**src/rtl/board_pkg.sv**
```systemverilog
// Shared board geometry, colour codes and stream FSM states.
// Imported by the row streamer and by the graphics stage.
package board_pkg;

   localparam int ROWS   = 20;
   localparam int COLS   = 10;
   localparam int CELL_W = 3;
   localparam int ROW_W  = COLS * CELL_W;
   localparam int IDX_W  = 5;

   localparam logic [CELL_W-1:0] CLR_EMPTY  = 3'd0;
   localparam logic [CELL_W-1:0] CLR_CYAN   = 3'd1;
   localparam logic [CELL_W-1:0] CLR_YELLOW = 3'd2;
   localparam logic [CELL_W-1:0] CLR_PURPLE = 3'd3;
   localparam logic [CELL_W-1:0] CLR_GREEN  = 3'd4;
   localparam logic [CELL_W-1:0] CLR_RED    = 3'd5;
   localparam logic [CELL_W-1:0] CLR_BLUE   = 3'd6;
   localparam logic [CELL_W-1:0] CLR_ORANGE = 3'd7;

   typedef enum logic {
      IDLE,
      STREAM
   } state_t;

endpackage

```
**src/rtl/board_row_streamer_if.sv**
```systemverilog
// Game-logic write bus and renderer row bus of the board streamer.
// master = game logic / renderer side, slave = the streamer.
interface board_row_streamer_if;

   logic                          wr_en;
   logic [board_pkg::IDX_W-1:0]   wr_row;
   logic [board_pkg::ROW_W-1:0]   wr_data;
   logic                          clear;
   logic                          commit;
   logic [board_pkg::ROW_W-1:0]   oData;
   logic [board_pkg::IDX_W-1:0]   oIndex;
   logic                          oVal;

   modport master (
      output wr_en, wr_row, wr_data, clear, commit,
      input  oData, oIndex, oVal
   );

   modport slave (
      input  wr_en, wr_row, wr_data, clear, commit,
      output oData, oIndex, oVal
   );

endinterface

```
**src/rtl/board_store.sv**
```systemverilog
// Working board plus frame snapshot, with an async snapshot read port.
// The snapshot captures pre-edge working rows, so a same-edge write misses it.
module board_store #(
   parameter int ROWS  = board_pkg::ROWS,
   parameter int ROW_W = board_pkg::ROW_W,
   parameter int IDX_W = board_pkg::IDX_W
) (
   input  logic             clk,
   input  logic             rst,
   input  logic             wr_en_i,
   input  logic [IDX_W-1:0] wr_row_i,
   input  logic [ROW_W-1:0] wr_data_i,
   input  logic             clear_i,
   input  logic             snap_i,
   input  logic [IDX_W-1:0] rd_row_i,
   output logic [ROW_W-1:0] rd_data_o
);

   logic [ROW_W-1:0] work_q [ROWS];
   logic [ROW_W-1:0] snap_q [ROWS];

   always_ff @(posedge clk) begin
      if (rst) begin
         work_q <= '{default: '0};
         snap_q <= '{default: '0};
      end else begin
         if (snap_i) begin
            snap_q <= work_q;
         end
         if (clear_i) begin
            work_q <= '{default: '0};
         end else if (wr_en_i && (wr_row_i < IDX_W'(ROWS))) begin
            work_q[wr_row_i] <= wr_data_i;
         end
      end
   end

   always_comb begin
      rd_data_o = '0;
      if (rd_row_i < IDX_W'(ROWS)) begin
         rd_data_o = snap_q[rd_row_i];
      end
   end

endmodule

```
**src/rtl/board_row_streamer.sv**
```systemverilog
// Streams a committed board snapshot row by row once per vertical blank.
// Owns the stream FSM, commit tracking, vblank edge detect and output regs.
module board_row_streamer #(
   parameter int ROWS   = board_pkg::ROWS,
   parameter int COLS   = board_pkg::COLS,
   parameter int CELL_W = board_pkg::CELL_W
) (
   input  logic                 clk,
   input  logic                 rst,
   input  logic                 vblank,
   output logic                 busy,
   board_row_streamer_if.slave  bus
);

   import board_pkg::*;

   localparam int RW = COLS * CELL_W;

   state_t           state_q, state_d;
   logic             pend_q, pend_d;
   logic             vb_q;
   logic [IDX_W-1:0] row_q, row_d;
   logic [RW-1:0]    odata_q, odata_d;
   logic [IDX_W-1:0] oidx_q, oidx_d;
   logic             oval_q, oval_d;
   logic             vb_rise;
   logic             start;
   logic [RW-1:0]    rd_data;

   board_store #(
      .ROWS  (ROWS),
      .ROW_W (RW),
      .IDX_W (IDX_W)
   ) u_store (
      .clk       (clk),
      .rst       (rst),
      .wr_en_i   (bus.wr_en),
      .wr_row_i  (bus.wr_row),
      .wr_data_i (bus.wr_data),
      .clear_i   (bus.clear),
      .snap_i    (start),
      .rd_row_i  (row_q),
      .rd_data_o (rd_data)
   );

   always_ff @(posedge clk) begin
      if (rst) begin
         state_q <= IDLE;
         pend_q  <= 1'b0;
         vb_q    <= 1'b0;
         row_q   <= '0;
         odata_q <= '0;
         oidx_q  <= '0;
         oval_q  <= 1'b0;
      end else begin
         state_q <= state_d;
         pend_q  <= pend_d;
         vb_q    <= vblank;
         row_q   <= row_d;
         odata_q <= odata_d;
         oidx_q  <= oidx_d;
         oval_q  <= oval_d;
      end
   end

   always_comb begin
      vb_rise = vblank & ~vb_q;
      start   = 1'b0;
      state_d = state_q;
      row_d   = row_q;
      pend_d  = pend_q;
      odata_d = '0;
      oidx_d  = '0;
      oval_d  = 1'b0;
      unique case (state_q)
         IDLE: begin
            if (vb_rise && (pend_q || bus.commit)) begin
               start   = 1'b1;
               state_d = STREAM;
               row_d   = '0;
            end
         end
         STREAM: begin
            odata_d = rd_data;
            oidx_d  = row_q;
            oval_d  = 1'b1;
            row_d   = row_q + 1'b1;
            if (row_q == IDX_W'(ROWS - 1)) begin
               state_d = IDLE;
            end
         end
         default: state_d = IDLE;
      endcase
      // a commit landing on the start edge is already in this snapshot
      if (start) begin
         pend_d = 1'b0;
      end else if (bus.commit) begin
         pend_d = 1'b1;
      end
   end

   assign bus.oData  = odata_q;
   assign bus.oIndex = oidx_q;
   assign bus.oVal   = oval_q;
   assign busy       = oval_q;

endmodule

```
**src/flat_wrapper.sv**
```systemverilog
// flat-port wrapper written by rule: the top's interface ports become plain ports
module board_row_streamer_flat import board_pkg::*;
#(
   parameter int ROWS   = board_pkg::ROWS,
   parameter int COLS   = board_pkg::COLS,
   parameter int CELL_W = board_pkg::CELL_W
)
  (clk, rst, vblank, busy, bus_wr_en, bus_wr_row, bus_wr_data, bus_clear, bus_commit, bus_oData, bus_oIndex, bus_oVal);
  board_row_streamer_if bus_i ();
  input  logic clk;
  input  logic rst;
  input  logic vblank;
  output logic busy;
  input wire logic [$bits(bus_i.wr_en)-1:0] bus_wr_en;
  input wire logic [$bits(bus_i.wr_row)-1:0] bus_wr_row;
  input wire logic [$bits(bus_i.wr_data)-1:0] bus_wr_data;
  input wire logic [$bits(bus_i.clear)-1:0] bus_clear;
  input wire logic [$bits(bus_i.commit)-1:0] bus_commit;
  output wire logic [$bits(bus_i.oData)-1:0] bus_oData;
  output wire logic [$bits(bus_i.oIndex)-1:0] bus_oIndex;
  output wire logic [$bits(bus_i.oVal)-1:0] bus_oVal;
  assign bus_i.wr_en = bus_wr_en;
  assign bus_i.wr_row = bus_wr_row;
  assign bus_i.wr_data = bus_wr_data;
  assign bus_i.clear = bus_clear;
  assign bus_i.commit = bus_commit;
  assign bus_oData = bus_i.oData;
  assign bus_oIndex = bus_i.oIndex;
  assign bus_oVal = bus_i.oVal;
  board_row_streamer #(.ROWS(ROWS), .COLS(COLS), .CELL_W(CELL_W)) u_core (.clk(clk), .rst(rst), .vblank(vblank), .busy(busy), .bus(bus_i));
endmodule
```
**config.mk**
```make
export PLATFORM = sky130hd
export DESIGN_NAME = board_row_streamer_flat
export DESIGN_NICKNAME = d
export VERILOG_FILES = /design/src/rtl/board_pkg.sv /design/src/rtl/board_row_streamer_if.sv /design/src/rtl/board_store.sv /design/src/rtl/board_row_streamer.sv /design/src/flat_wrapper.sv
export SDC_FILE = /design/constraint.sdc
export NUM_CORES = 2
export LEC_CHECK = 0
export CORE_MARGIN = 2
export CORE_UTILIZATION = 30
export DETAILED_ROUTE_END_ITERATION = 16
export PLACE_DENSITY_LB_ADDON = 0.25
export SLEW_MARGIN = 10
export SYNTH_ARGS = -nofsm -noshare
export SYNTH_HDL_FRONTEND = slang
export SYNTH_SLANG_ARGS = --single-unit
```
**constraint.sdc**
```tcl
create_clock -name clk -period 2.4 [get_ports clk]
set_input_delay 0.36 -clock clk [delete_from_list [all_inputs] [get_ports clk]]
set_output_delay 0.36 -clock clk [all_outputs]
set_load 0.01 [all_outputs]
```
==> reports/metrics.cfg <==
[drt]
antenna_left = 0
drc = 0
vias = 39700
routed_wl_mm = 163
wl_per_cell_um = 20.4
drtIter0Drc = 3265
vias_per_cell = 4.96
dr.pass1.iters = 5

[synthesis]
syn_area_um2 = 47100
synth_adder_area_share = 0.000265
synthMuxAreaShare = 0.0751
avgSynthCellArea_um2 = 8.07
synth_top_family_by_area = simple AND/OR/NAND/NOR gates
async_flop_share = 0
synth.most_common_cell = nand2_1
synth-xor-area-share = 0
netlist-cell-type-count = 38
synth_top_area_share = 0.528
synth_compound_area_frac = 0.144
synth_common_cells = 2420 x nand2_1, 1244 x dfxtp_1, 1203 x a21oi_1
ys_seq_area_frac = 0.528
synthTopCellsByArea = dfxtp_1 53%, nand2_1 19%, a21oi_1 13%
synth_ff_type = dfxtp_1
netlist.top_cell.by_area = dfxtp_1
syn_nets = 5887
synth_edf_count = 0
yosys.area_share.simple = 0.204
synthCells = 5845
ys_seq_elements = 1244
ys_warn_count = 0

[flow_run]
maxCapViolations = 0

[placed_design]
gp_congestion = 0.803
port_buffers = 77
hpwlAfterDp_mm = 99.5

[setup_path]
r2r_setup_slack_ns = 0.23
worstPathRequired_ns = 2.98
endpoint = u_core.bus.oData[20]
worstPathMaxFanout = 12
timing.critical_path.to_type = flop
critPathLaunch = u_core.row_q[0]
r2r-start = u_core.row_q[0]
reg2reg_to = u_core.bus.oData[20]
cp_data_arrival_time_ns = 2.75
reg2regPathDepth = 5
cp-start-kind = flop
critPathKind = flop to flop

[grt]
grt_pass1_vias = 37700
antenna_found_initial = 11
gr-usage-all-layers = 0.198
grt_max_degree = 161
grt_pass1_wl_mm = 243
overflow = 0

[die]
die_height_um = 400
dieArea_um2 = 160000
fp.dieW_um = 400
ios = 78
core_area_um2 = 156000
start_util = 0.302
num_rows = 145

[sta]
rsz0062_at_grt = no
finalHoldViolCount = 0
setup_violations = 0
maxSlewHeadroom = 0.363
finalMaxSlewViolations = 0
tightestPinTransition_ns = 0.956
holdWs_ns = 0.128
finalClockSkew_ns = 0.0293
fin_crit_ns = 2.17
fin_crit_sh = 0.905
clock.fmax_mhz = 460
tns_ns = 0

[cts]
cts.sinks = 1244
clock-root-buffer = clkbuf_16
cts_setup_buffers = 0
cts_resized = 0
path_clk_slew_ns = 0.06
cts_buffers = 134
cts_tree = built
h-tree-depth = 4
clock_latency_ns = 0.77
hold_buffers = 0
clk_path_buf_depth = 3

[cells_and_area]
drive_gt1_frac = 0.108
final_core_util = 0.363
nets = 5864
area_growth_pct = 20.1

[pwr]
p_sw_frac = 0.237
finalPower_mw = 44.4
p_int_mw = 33.9
ir_drop_mv = 0.679
power.density_nw_per_um2 = 784
power_leakage_nw = 17.4
seqPwrFrac = 0.467
clkPwrFrac = 0.479
power_switching_mw = 10.5
combPwrFrac = 0.054

[worst_hold_path]
min-delay-path-class = primary input to flop
min_delay_path_depth = 3

[status]
status = finished, final reports clean

flip-flops by register name (all words and copies together), names as in the netlist:
| register | flops |
|---|---|
| u_core.bus.oVal | 1 |
| u_core.vb_q | 1 |
| u_core.u_store.snap_q | 600 |
| u_core.state_q | 1 |
| u_core.pend_q | 1 |
| u_core.row_q | 5 |
| u_core.u_store.work_q | 600 |
| u_core.bus.oData | 30 |
| u_core.bus.oIndex | 5 |
logic make-up (layout without fill, tap and decap cells):
kind of cell,Yosys count,in the layout
buffers and inverters,545,625
AO/OA/AOI/OAI,1298,1298
multiplexers,240,240
other,0,10
adder cells (fa/ha/maj),1,1
flip-flops,1244,1244
AND/OR/NAND/NOR,2517,2517
worst max-delay path, cell delays in order, from the launching register on:
cell      delay (ns)
dfxtp_4         0.49
buf_4           0.32
buf_4           0.26
mux4_2          0.54
mux2i_1         0.15
o221ai_1        0.21
power groups by stage:
| stage | sequential (mW) | clock, mW | combinational [mW] |
|---|---|---|---|
| 4_1_cts | 20.7 | 21.6 | 2.39 |
| 2_1_floorplan | 21.2 | 0 | 1.23 |
| 5_1_grt | 20.7 | 22.4 | 2.52 |
| 6_report | 20.7 | 21.3 | 2.39 |
| 3_3_place_gp | 21.2 | 0 | 2.39 |
| 3_5_place_dp | 21.2 | 0 | 2.39 |
worst min-delay path by stage:
stage,start,endpoint,slack (ns)
floorplan,u_core.u_store.work_q[0],u_core.u_store.snap_q[0],0.43
global placement,u_core.u_store.work_q[10],u_core.u_store.snap_q[10],0.43
detailed placement,u_core.u_store.work_q[150],u_core.u_store.snap_q[150],0.44
CTS,rst,u_core.vb_q,0.07
global route,rst,u_core.vb_q,0.11
finish,rst,u_core.vb_q,0.13
per-stage QoR:
stage	std cells	area, µm²	setup WS, ns
final	7993	56600	0.228
after global routing	7986	56600	0.0837
after CTS	7983	56600	0.181
after detailed placement	7744	52100	0.0693
after global placement	7744	52100	0.0613
after floorplan	5845	47100	0.696
final cells by class:
type / count / area (µm²)
repair buffers: 354 / 4340
diodes: 10 / 25.0
inverters: 32 / 120
well taps: 2058 / 2570
fillers: 16100 / 99600
multi-input cells: 4056 / 20200
clock inverters: 45 / 517
clock buffers: 194 / 3980
flip-flops and latches: 1244 / 24900
layout by cell type (no fill, tap or decap), drive strengths merged:
cell type,instances
o31a,1
nor2b,2
nor3b,4
a41o,1
nand3,34
bufinv,9
a21oi,1203
inv,37
dfxtp,1244
a22oi,60
o21ai,1
or3,1
nand2b,2
clkinv,30
clkbuf,194
and2,11
or4,1
nand3b,3
nor2,23
a211oi,1
a41oi,1
and3,1
nor3,3
ha,1
clkinvlp,1
or2,2
nor4,2
diode,10
nand2,2420
nand4,1
clkdlybuf4s50,76
mux2i,149
or3b,3
buf,278
and3b,3
and2b,1
mux4,91
o221ai,30
layer usage:
layer,vias to the layer above,GRT usage,wire (µm)
met4,0,0.0528,3290
li1,19100,-,-
met3,217,0.0275,9340
met1,19300,0.282,77000
met5,-,0,0
met2,1064,0.314,73400
Power figures use the tool's default switching activity.
